--- src/rtl/bucket_pkg.sv ---
// bucket_pkg: shared beat geometry and frame-tracking states
// for the token bucket producer/consumer slice
package bucket_pkg;

    localparam int DATA_BWIDTH = 5;
    localparam int BEAT_BYTES  = 1 << DATA_BWIDTH;

    typedef enum logic [1:0] {
        ST_IDLE = 2'd0,
        ST_FRM  = 2'd1,
        ST_DROP = 2'd2
    } state_e;

endpackage

--- src/rtl/bucket_dec_skid.sv ---
// bucket_dec_skid: 2-entry output buffer toward the stream interface
// level_o is the occupancy left after this cycle's pop (used as read credit)
module bucket_dec_skid #(
    parameter int W = 256
) (
    input  logic         clk,
    input  logic         reset,
    input  logic         push_i,
    input  logic [W-1:0] data_i,
    input  logic         eop_i,
    output logic         valid_o,
    output logic [W-1:0] data_o,
    output logic         eop_o,
    input  logic         ready_i,
    output logic [1:0]   level_o
);

    logic [1:0][W-1:0] data_q;
    logic [1:0]        eop_q;
    logic              wptr_q;
    logic              rptr_q;
    logic [1:0]        cnt_q;
    logic [1:0]        cnt_d;
    logic              pop;

    assign valid_o = (cnt_q != 2'd0);
    assign pop     = valid_o & ready_i;
    assign data_o  = data_q[rptr_q];
    assign eop_o   = eop_q[rptr_q];
    assign level_o = cnt_q - {1'b0, pop};
    assign cnt_d   = cnt_q + {1'b0, push_i} - {1'b0, pop};

    // Storage and pointers; a write and a pop may share a cycle
    always_ff @(posedge clk or posedge reset) begin
        if (reset) begin
            data_q <= '0;
            eop_q  <= '0;
            wptr_q <= 1'b0;
            rptr_q <= 1'b0;
            cnt_q  <= 2'd0;
        end else begin
            if (push_i) begin
                data_q[wptr_q] <= data_i;
                eop_q[wptr_q]  <= eop_i;
                wptr_q         <= ~wptr_q;
            end
            if (pop) begin
                rptr_q <= ~rptr_q;
            end
            cnt_q <= cnt_d;
        end
    end

endmodule

--- src/rtl/bucket_dec_rtn.sv ---
// bucket_dec_rtn: drains the rx FIFO, forwards beats, returns one token per beat
// Optional macro BUCKET_DEC_STAT_EN adds saturating frame/beat/error counters
module bucket_dec_rtn
    import bucket_pkg::*;
#(
    parameter int                     DATA_WIDTH    = BEAT_BYTES * 8,
    parameter int                     DEPTH_WIDTH   = 9,
    parameter logic [DEPTH_WIDTH-1:0] MAX_FRM_BEATS = 9'd62
) (
    input  logic                   clk,
    input  logic                   reset,
    input  logic                   rxff_empty,
    input  logic [DEPTH_WIDTH-1:0] rxff_waterline,
    output logic                   rxff_rd,
    input  logic [DATA_WIDTH-1:0]  rxff_rdata,
    input  logic                   rxff_reof,
    output logic                   tx_valid,
    output logic [DATA_WIDTH-1:0]  tx_data,
    output logic                   tx_eop,
    input  logic                   tx_ready,
    output logic [DEPTH_WIDTH-1:0] data_ff_waterline,
    output logic                   bucket_dec_wr,
    output logic [DEPTH_WIDTH-1:0] bucket_dec_data,
    output logic                   bucket_dec_wend,
`ifdef BUCKET_DEC_STAT_EN
    output logic [31:0]            stat_frm_cnt,
    output logic [31:0]            stat_beat_cnt,
    output logic [15:0]            stat_err_cnt,
`endif
    output logic                   frm_len_err
);

    localparam logic [DEPTH_WIDTH-1:0] ONE = DEPTH_WIDTH'(1);

    state_e                 state_q;
    logic [DEPTH_WIDTH-1:0] beat_cnt_q;
    logic [DEPTH_WIDTH-1:0] beat_idx;
    logic [DEPTH_WIDTH-1:0] dec_cnt_q;
    logic [DEPTH_WIDTH-1:0] dec_cnt_d;
    logic [DEPTH_WIDTH-1:0] wl_q;
    logic                   rd_d1_q;
    logic                   live;
    logic                   at_max;
    logic                   force_end;
    logic                   push;
    logic [1:0]             level;

    // beat_idx is the 1-based position of the beat now on rxff_rdata
    assign beat_idx  = beat_cnt_q + ONE;
    assign live      = (state_q != ST_DROP);
    assign at_max    = (beat_idx == MAX_FRM_BEATS);
    assign force_end = live & ~rxff_reof & at_max;
    assign push      = rd_d1_q & live;
    assign dec_cnt_d = dec_cnt_q + ONE;

    // Read only when the buffer can absorb every beat already requested
    assign rxff_rd = ~reset & ~rxff_empty
                   & ((level + {1'b0, rd_d1_q}) <= 2'd1);

    assign bucket_dec_wr     = rd_d1_q;
    assign bucket_dec_data   = dec_cnt_q;
    assign bucket_dec_wend   = push & (rxff_reof | force_end);
    assign frm_len_err       = rd_d1_q & force_end;
    assign data_ff_waterline = wl_q;

    bucket_dec_skid #(
        .W (DATA_WIDTH)
    ) u_skid (
        .clk     (clk),
        .reset   (reset),
        .push_i  (push),
        .data_i  (rxff_rdata),
        .eop_i   (rxff_reof | force_end),
        .valid_o (tx_valid),
        .data_o  (tx_data),
        .eop_o   (tx_eop),
        .ready_i (tx_ready),
        .level_o (level)
    );

    // Read pipeline, running token count and waterline copy
    always_ff @(posedge clk or posedge reset) begin
        if (reset) begin
            rd_d1_q   <= 1'b0;
            dec_cnt_q <= '0;
            wl_q      <= '0;
        end else begin
            rd_d1_q <= rxff_rd;
            wl_q    <= rxff_waterline;
            if (rxff_rd) begin
                dec_cnt_q <= dec_cnt_d;
            end
        end
    end

    // Frame tracking: advances once per beat arriving from the FIFO
    always_ff @(posedge clk or posedge reset) begin
        if (reset) begin
            state_q    <= ST_IDLE;
            beat_cnt_q <= '0;
        end else if (rd_d1_q) begin
            unique case (state_q)
                ST_DROP: begin
                    if (rxff_reof) begin
                        state_q <= ST_IDLE;
                    end
                end
                default: begin
                    if (rxff_reof) begin
                        state_q    <= ST_IDLE;
                        beat_cnt_q <= '0;
                    end else if (at_max) begin
                        state_q    <= ST_DROP;
                        beat_cnt_q <= '0;
                    end else begin
                        state_q    <= ST_FRM;
                        beat_cnt_q <= beat_idx;
                    end
                end
            endcase
        end
    end

`ifdef BUCKET_DEC_STAT_EN
    logic [31:0] stat_frm_q;
    logic [31:0] stat_beat_q;
    logic [15:0] stat_err_q;

    // Saturating statistics
    always_ff @(posedge clk or posedge reset) begin
        if (reset) begin
            stat_frm_q  <= '0;
            stat_beat_q <= '0;
            stat_err_q  <= '0;
        end else begin
            if (bucket_dec_wend && (stat_frm_q != '1)) begin
                stat_frm_q <= stat_frm_q + 32'd1;
            end
            if (rd_d1_q && (stat_beat_q != '1)) begin
                stat_beat_q <= stat_beat_q + 32'd1;
            end
            if (frm_len_err && (stat_err_q != '1)) begin
                stat_err_q <= stat_err_q + 16'd1;
            end
        end
    end

    assign stat_frm_cnt  = stat_frm_q;
    assign stat_beat_cnt = stat_beat_q;
    assign stat_err_cnt  = stat_err_q;
`endif

endmodule

--- config.mk ---
export PLATFORM = sky130hd
export DESIGN_NAME = bucket_dec_rtn
export DESIGN_NICKNAME = d
export VERILOG_FILES = /design/src/rtl/bucket_pkg.sv /design/src/rtl/bucket_dec_skid.sv /design/src/rtl/bucket_dec_rtn.sv
export SDC_FILE = /design/constraint.sdc
export NUM_CORES = 1
export LEC_CHECK = 0
export BUFFER_PORTS_ARGS = -buffer_cell sky130_fd_sc_hd__buf_2
export CORE_AREA = 4 4 213 215
export DETAILED_ROUTE_END_ITERATION = 16
export DIE_AREA = 0 0 217 219
export GPL_TIMING_DRIVEN = 1
export PLACE_DENSITY_LB_ADDON = 0.3
export SETUP_SLACK_MARGIN = 0.5
export SKIP_CTS_REPAIR_TIMING = 1
export SYNTH_ARGS = -nofsm -noshare
export SYNTH_HDL_FRONTEND = slang
export SYNTH_SLANG_ARGS = --single-unit
--- constraint.sdc ---
create_clock -name clk -period 43 [get_ports clk]
set_input_delay 8.6 -clock clk [delete_from_list [all_inputs] [get_ports clk]]
set_output_delay 8.6 -clock clk [all_outputs]
set_load 0.005 [all_outputs]
**Yosys cells after proc, flatten, opt, wreduce, memory -nomap -nowiden**

Cells that the tools add are included.

- Equality and inequality tests: 4
- $lt $le $gt $ge: 4
- $add $sub $neg: 6
- Reduce and logical (&&, ||, !) cells: 4
- Multiplexer cells: 16
- Bitwise gates (word level): 15

Operators by type and width:

| kind | number |
|---|---|
| 256-bit two-way mux | 3 |
| 512-bit bitwise mux | 1 |
| 256-bit demux with 1-bit select | 1 |
| 9-bit by 1-bit adder with 9-bit output (second input constant) | 2 |
| 9-bit two-way mux | 2 |
| 9-bit by 6-bit == test with 1-bit output (second input constant) | 1 |
| 1-bit bitwise AND | 8 |
| 2-bit two-way mux | 4 |
| 1-bit inverter | 6 |
| 2-bit by 1-bit adder with 2-bit output | 2 |
| 1-bit by 2-bit less-than comparator with 1-bit output (second input constant) | 2 |
| 2-bit != test (second input constant) | 2 |
| 2-bit AND reduction | 2 |
| 2-bit by 1-bit subtractor with 2-bit output | 2 |
| 1-bit two-way mux | 3 |
| 2-bit bitwise mux | 1 |
| 2-bit == test (second input constant) | 1 |
| 2-bit by 1-bit less-or-equal comparator with 1-bit output (second input constant) | 1 |
| 2-bit nonzero test | 1 |
| 1-bit demux with 1-bit select | 1 |
| 1-bit greater-or-equal comparator (second input constant) | 1 |
| 1-bit logical AND | 1 |
| 1-bit bitwise OR | 1 |

- Logic and storage cells: 60
- Flip-flop bits (word level): 548
- Input bits: 270

**Logic depth before layout (Yosys ltp)**

Gate-level depths: netlist of run 1.

- Word-level depth: 6
- Mapped depth: 7

**Modules after synthesis**

Synthesis of run 1 repeated with hierarchy kept, for this count alone.

- Cell total of the unflattened synthesis: 1,528
- Area, all modules: 24,654.9 µm²

Modules (own cells, without submodules):

| module | seq. area each (µm²) | area each (µm²) | cells an instance | instances |
|---|---|---|---|---|
| bucket_dec_skid | 12,962.4 | 23,197.2 | 1,389 | 1 |
| bucket_dec_rtn | 750.7 | 1,457.6 | 139 | 1 |

**Worst setup path before layout of run 1**

No wires, ideal clock.

- Path type: in2out
- Start: input tx_ready
- End: output rxff_rd
- Cell stages on the path: 6
- Arrival time: 9.845 ns
- Buffers on the path: 0
- Path slack: 24.555 ns
- Cell sequence: and2_1 > ha_1 > nand2b_1 > xnor2_1 > nand2_1 > inv_1

- Cells in the longest elaborated chain, start to end: 5

RTL lines:

| item | RTL line | text |
|---|---|---|
| start: declaration | bucket_dec_rtn.sv:20 | `input logic tx_ready,` |
| 1-bit bitwise AND | bucket_dec_skid.sv:27 | `assign pop = valid_o & ready_i;` |
| 2-bit by 1-bit subtractor with 2-bit output | bucket_dec_skid.sv:30 | `assign level_o = cnt_q - {1'b0, pop};` |
| 2-bit by 1-bit adder with 2-bit output | bucket_dec_rtn.sv:58 | `& ((level + {1'b0, rd_d1_q}) <= 2'd1);` |
| 2-bit by 1-bit less-or-equal comparator with 1-bit output | bucket_dec_rtn.sv:58 |  |
| 1-bit bitwise AND | bucket_dec_rtn.sv:58 |  |
| end: declaration | bucket_dec_rtn.sv:14 | `output logic rxff_rd,` |

Every way passes these cells.

**Worst setup path after layout of run 1**

- Start: input tx_ready
- End: output rxff_rd

- Cells in the longest elaborated chain, start to end: 5

RTL lines:

| item | RTL line | text |
|---|---|---|
| 1-bit bitwise AND | bucket_dec_skid.sv:27 |  |
| net u_skid.pop | bucket_dec_skid.sv:24 | `logic pop;` |
| 2-bit by 1-bit subtractor with 2-bit output | bucket_dec_skid.sv:30 |  |
| 2-bit by 1-bit adder with 2-bit output | bucket_dec_rtn.sv:58 |  |
| 2-bit by 1-bit less-or-equal comparator with 1-bit output | bucket_dec_rtn.sv:58 |  |
| 1-bit bitwise AND | bucket_dec_rtn.sv:58 |  |

The timed path passes the listed nets, and every way through them passes these cells.

==> results of run 1 <==
## stage by stage
stage | util [%] | hold slack (ns) | power [mW] | instance area [sq um] | worst slack, ns
2_1_floorplan | - | 0.444 | 1.50 | 23600 | 19.08
3_3_place_gp | 61.1 | 0.459 | 1.81 | 26700 | 24.24
3_5_place_dp | 61.1 | 0.463 | 1.85 | 26700 | 24.16
4_1_cts | 65.2 | 0.471 | 2.33 | 28500 | 24.17
5_1_grt | 65.2 | 0.501 | 2.45 | 28500 | 23.94
6_report | 65.3 | 0.470 | 2.31 | 28500 | 24.16
## worst min path at each step
stage | slack (ns) | start | depth (start not counted) | endpoint
2_1_floorplan | 0.44 | u_skid.eop_q[1]$_DFFE_PP0P_ | 2 | u_skid.eop_q[1]$_DFFE_PP0P_
3_3_place_gp | 0.46 | u_skid.eop_q[1]$_DFFE_PP0P_ | 2 | u_skid.eop_q[1]$_DFFE_PP0P_
3_5_place_dp | 0.46 | bucket_dec_data[8]$_DFFE_PP0P_ | 1 | bucket_dec_data[8]$_DFFE_PP0P_
4_1_cts | 0.47 | bucket_dec_data[8]$_DFFE_PP0P_ | 1 | bucket_dec_data[8]$_DFFE_PP0P_
5_1_grt | 0.50 | bucket_dec_data[8]$_DFFE_PP0P_ | 1 | bucket_dec_data[8]$_DFFE_PP0P_
6_report | 0.47 | bucket_dec_data[8]$_DFFE_PP0P_ | 1 | bucket_dec_data[8]$_DFFE_PP0P_
## Yosys cell counts, drive strengths merged (2+ instances only)
cell / instances
a2111oi: 2
a21oi: 5
a22o: 2
a41oi: 2
and2: 5
and4: 3
buf: 78
clkbuf: 12
dfrtp: 548
ha: 5
inv: 9
mux2: 770
nand2: 9
nand2b: 2
nand3: 4
nand3b: 2
nand4: 8
nor2: 8
nor2b: 2
nor4: 2
o21ai: 6
o31ai: 3
xnor2: 14
## state kept, by name, indices dropped and copies added, names as in the netlist, 2 cells and up
signal             count
u_skid.eop_q           2
data_ff_waterline      9
beat_cnt_q             9
bucket_dec_data        9
u_skid.cnt_q           2
u_skid.data_q        512
state_q                2
## cells by family after synthesis
logic type	count (synthesis)	share of synthesized area [%]
XOR/XNOR	15	0.557
AND/OR/NAND/NOR	49	1.24
AO/OA/AOI/OAI	27	0.817
multiplexers	770	36.8
buffers and inverters	99	2.22
flip-flops	548	58.1
adder cells (fa/ha/maj)	5	0.265
## per-layer routing
metal  GRT usage [%]  vias to the layer above  routed length (microns)
met3            7.75                      122                     4340
met1            26.5                     7399                    20700
met5               0                        -                       92
met4            9.48                       16                     2020
li1                -                     6533                        -
met2            39.1                      429                    28500
## layout make-up
cell class / instances / area (sq um) / share of cell area (%)
diodes: 17 / 42.5 / 0.149
clock buffers: 85 / 1630 / 5.72
clock inverters: 11 / 134 / 0.469
inverters: 9 / 41.3 / 0.145
multi-input cells: 866 / 9370 / 32.8
flip-flops and latches: 548 / 13700 / 48.1
well taps: 592 / 741 / 2.60
repair buffers: 563 / 2870 / 10.0
## critical path: stages
cell and delay (ns):
buf_2 0.09, and2_1 0.16, ha_1 0.31, nand2b_1 0.16, xnor2_1 0.47, nand2_1 0.22
inv_1 0.11, buf_2 0.12
## cells in the final DEF, fill, tap and decap left out, drive strengths merged, types with 2 or more instances in the layout
| master | n |
|---|---|
| a21oi | 5 |
| clkinv | 8 |
| nor4 | 2 |
| and4 | 3 |
| a22o | 2 |
| o31ai | 3 |
| nand2 | 9 |
| nand2b | 2 |
| xnor2 | 14 |
| dfrtp | 548 |
| inv | 9 |
| nor2 | 8 |
| nand3b | 2 |
| clkbuf | 85 |
| mux2 | 770 |
| nand4 | 8 |
| a2111oi | 2 |
| and2 | 5 |
| o21ai | 6 |
| diode | 17 |
| a41oi | 2 |
| buf | 563 |
| nor2b | 2 |
| bufinv | 3 |
| nand3 | 4 |
| ha | 5 |
## where the power goes
part           internal, mW  total (mW)  switching [mW]
logic                 0.550       0.930           0.380
clock network         0.277       0.470           0.193
registers             0.773       0.909           0.136
==> out/metrics.csv, run 1 <==
metric;value;unit
max-slew violations;0;
Leak;13.0;nW
unrepaired setup endpoints after global routing;no;
via/cell ratio;5.39;
count of cell types in the netlist;40;
starting density of the core;53.9;%
clk_lat worst skew;0.60;ns
grt total ovfl;0;
die area;47500;sq um
DRC;0;
htree depth;2;
Worst Setup Start Kind;primary input;
Slew @ Worst Pin;1.18;ns
first-pass GRT wire length;86700;microns
Synth area leaders;dfrtp_1 58%, mux2_2 37%, buf_2 1.2%, buf_4 0.70%, xnor2_1 0.52%;
Seq/Total Area, Yosys;58.1;%
status;complete, no violations;
CTS Buf Count;56;
CTS tree;yes;
CP max FO;8;
die width;217;microns
core footprint;43700;sq um
FMAX;53.1;MHz
synthesized area per cell;15.6;sq um
Layout Nets;2319;
endpoints failing setup;0;
First-pass DRT Iterations;4;
RR Endpoint;u_skid.data_q[291]$_DFFE_PP0P_;
Post-Synthesis Cell Area;23600;sq um
Fin. Hold Viols;0;
port buffer count;549;
FF-to-FF path depth;5;
vias in the first global route;15800;
Post-Place Cells;2578;
initial antenna violation count;23;
area grow syn2layout;21.0;%
Syn Inst Count;1513;
FP Rows;77;
Synth Register Bits;548;
Setup crit end;rxff_rd;
largest net degree at the start of global routing;185;
routed wire length;55700;microns
final non-filler cell total;2691;
YS warnings;0;
I/O pin count;550;
register-to-register setup slack;39.32;ns
Synth Flop Type;dfrtp_1;
Fillers;3284;
Overall Global Routing Usage;22.9;%
worst clock skew;0.0266;ns
Tcrit/Tclk final;43.8;%
Power Dens Cells;80.9;nW/um^2
CTS Sinks;548;
max_cap viols;0;
post-synth net total;1788;
Slew HR;21.3;%
Max IR drop VDD;0.0000449;V
Async SR Flop Fraction;100;%
wire per inst;20.7;microns
critical path startpoint;tx_ready;
dpl hpwl;38500;microns
Worst-path clk slew;0.06;ns
layout cells sized above 1;68.1;%
number of synthesized flops with an enable pin;0;
clock root cell;clkbuf_16;
Tmin final;18.84;ns
Clock Tree Buf Depth;3;
Worst EP arrival;10.24;ns
Iter 0 DRT Violations;716;
Crit Path Class;primary input to output port;
Routability Congestion;0.811;
Die Span Y;219;microns
Yosys top cell by area;dfrtp_1;
post-route ant nets;0;
setup_tns;0;ns
CP endpoint kind;output port;
area share of the largest cell type after synthesis;58.1;%
RR Startpoint;state_q[0]$_DFFE_PP0P_;
HP Class;flip-flop to flip-flop;
worst endpoint required time;34.40;ns
DR vias;14500;
Note: power is estimated with default switching activity, not from simulation.
==> run 2, diff against run 1 <==
--- a/config.mk
+++ b/config.mk
@@ -5,10 +5,11 @@
 export SDC_FILE = /design/constraint.sdc
 export NUM_CORES = 1
 export LEC_CHECK = 0
+export ABC_AREA = 1
 export BUFFER_PORTS_ARGS = -buffer_cell sky130_fd_sc_hd__buf_2
-export CORE_AREA = 4 4 213 215
+export CORE_AREA = 4 4 225 227
 export DETAILED_ROUTE_END_ITERATION = 16
-export DIE_AREA = 0 0 217 219
+export DIE_AREA = 0 0 229 231
 export GPL_TIMING_DRIVEN = 1
 export PLACE_DENSITY_LB_ADDON = 0.3
 export SETUP_SLACK_MARGIN = 0.5
==> constraint.sdc (replaced) <==
create_clock -name clk -period 15.65 [get_ports clk]
set_input_delay 3.13 -clock clk [delete_from_list [all_inputs] [get_ports clk]]
set_output_delay 3.13 -clock clk [all_outputs]
set_load 0.005 [all_outputs]
==> run 2 against run 1 <==
Critical path depth grew 1; setup slack got worse by 16 ns; flip-flop and latch count did not move; first-iteration DRC count is 130% higher; highest routed layer unchanged.
==> out/metrics.csv, run 2 <==
metric;value;unit
part of the power in registers;40.5;%
First-pass DRT Iterations;5;
starting density of the core;48.6;%
CP max FO;10;
Reg with most FFs;u_skid.data_q;
top-count cell post-synth;nand2_1;
largest net degree at the start of global routing;243;
Synth Register Bits;548;
hold path start;u_skid.data_q[325]$_DFFE_PP0P_;
CTS tree;yes;
die area;52900;sq um
Slew HR;27.3;%
max-slew violations;0;
Tmin final;7.72;ns
Worst EP arrival;4.59;ns
Logic pwr share;37.0;%
M1 GR Usage;31.0;%
via/cell ratio;4.94;
RR Startpoint;bucket_dec_wr$_DFF_PP0_;
Int Pwr;3.83;mW
port buffer count;549;
synth cell count leaders;1,339 x nand2_1, 548 x dfrtp_1, 416 x o21ai_0;
FMAX;130;MHz
DRC;0;
CP endpoint kind;output port;
final core utilization;58.5;%
first-pass GRT wire length;102000;microns
Synth Flop Type;dfrtp_1;
area share of the largest cell type after synthesis;58.0;%
die width;229;microns
Worst Setup Start Kind;primary input;
htree depth;2;
grt total ovfl;0;
Overall Global Routing Usage;23.4;%
worst endpoint required time;12.52;ns
Sw Share;36.8;%
Die Span Y;231;microns
I/O pin count;550;
clock root cell;clkbuf_16;
most frequent cells in the layout;1,339 x nand2_1, 549 x buf_2, 547 x dfrtp_1;
max reg flops;512;
Post-Synthesis Cell Area;23700;sq um
count of cell types in the netlist;24;
area grow syn2layout;20.4;%
HP Class;flip-flop to flip-flop;
Clock Tree Buf Depth;3;
Yosys top cell by area;dfrtp_1;
CTS Buf Count;57;
Power Dens Cells;213;nW/um^2
Crit Path Class;primary input to output port;
Seq/Total Area, Yosys;58.0;%
synthesized area per cell;8.10;sq um
Leak;14.9;nW
YS warnings;0;
Routability Congestion;0.828;
DR vias;20000;
initial antenna violation count;25;
dpl hpwl;41300;microns
clk_lat worst skew;0.59;ns
number of synthesized flops with an enable pin;0;
power consumption;6.06;mW
unrepaired setup endpoints after global routing;no;
met3 usage;6.21;%
commonest non-fill, non-tap cell in the layout;nand2_1;
FP Rows;81;
critical path startpoint;tx_ready;
Max IR drop VDD;0.000137;V
Tcrit/Tclk final;49.3;%
Worst-path clk slew;0.06;ns
vias in the first global route;19300;
Synth area leaders;dfrtp_1 58%, nand2_1 21%, o21ai_0 8.8%, inv_1 4.4%, o21ai_1 2.3%;
Switch Pwr;2.23;mW
endpoints failing setup;0;
worst clock skew;0.0133;ns
Layout Nets;3654;
Syn Inst Count;2921;
routed wire length;63400;microns
Slew @ Worst Pin;1.09;ns
wire per inst;15.6;microns
CTS Sinks;548;
Clock power frac;22.6;%
GRT busiest layer;met2;
Async SR Flop Fraction;100;%
Iter 0 DRT Violations;1636;
met2 GRT Util;37.4;%
post-synth net total;3196;
status;complete, no violations;
Fin. Hold Viols;0;
layout cells sized above 1;19.6;%
core footprint;48600;sq um
max_cap viols;0;
post-route ant nets;0;
[run 2: cell count changes in the layout (fill, tap and decap cells not counted), sizes merged, moves of 7 or more]
cell	change
xnor2	-12
o21ai	+518
inv	+271
nor2	+15
nand4	-8
mux2	-770
nand2	+1331
nand3	+7
xor2	+10
[run 2: worst paths after layout]
kind | to | slack [ns] | depth (start not counted)
max in group asynchronous | u_skid.data_q[131]$_DFFE_PP0P_ | 10.34 | 5
min in group asynchronous | u_skid.data_q[65]$_DFFE_PP0P_ | 2.53 | 2
worst max register to register | u_skid.data_q[186]$_DFFE_PP0P_ | 11.83 | 7
worst min-delay path | u_skid.data_q[325]$_DFFE_PP0P_ | 0.48 | 2
worst min register to register | u_skid.data_q[325]$_DFFE_PP0P_ | 0.48 | 2
worst max-delay path | rxff_rd | 7.93 | 9
[run 2: critical path, stage by stage]
cell,delay [ns]
buf_2,0.10
nand2_1,0.09
inv_1,0.05
ha_1,0.19
xnor2_1,0.25
xor2_1,0.21
nand3_2,0.21
inv_1,0.22
buf_2,0.15
[run 2: layout make-up]
type / count / area, sq um
Multi-Input combinational cell: 1924 / 8080
Tap cell: 622 / 778
Clock buffer: 83 / 1700
Clock inverter: 16 / 186
Sequential cell: 548 / 13700
Timing Repair Buffer: 568 / 2920
Fill cell: 4389 / 20200
Inverter: 280 / 1060
Antenna cell: 13 / 32.5
[run 2: per-layer routing]
metal	wire, microns	vias up
met5	94	-
met4	2330	20
met3	4600	149
met2	29600	610
met1	26800	9337
li1	-	9906
[run 2: per-stage QoR]
step	cells	hold slack, ns	cell area (sq um)	worst slack [ns]	TNS (ns)
2_1_floorplan	2921	0.449	23700	-0.0243	-0.0243
3_3_place_gp	3942	0.452	26600	7.97	0
3_5_place_dp	3942	0.464	26600	7.95	0
4_1_cts	4041	0.480	28400	7.93	0
5_1_grt	4052	0.491	28500	7.76	0
6_report	4054	0.475	28500	7.93	0
[run 2: power by group through the flow]
stage	Clock, mW	Combinational, mW	Sequential, mW
after floorplan	0	1.37	2.37
after global placement	0	2.20	2.44
after detailed placement	0	2.25	2.46
after CTS	1.40	2.26	2.45
after global routing	1.45	2.57	2.53
final	1.37	2.24	2.45
[run 2: kinds of logic after synthesis]
logic type	after synthesis	share of synthesized area, %
xor+xnor	13	0.481
fa+ha+maj	5	0.264
flops	548	58.0
compound gates	526	11.1
buf+inv	449	7.93
simple gates	1380	22.2
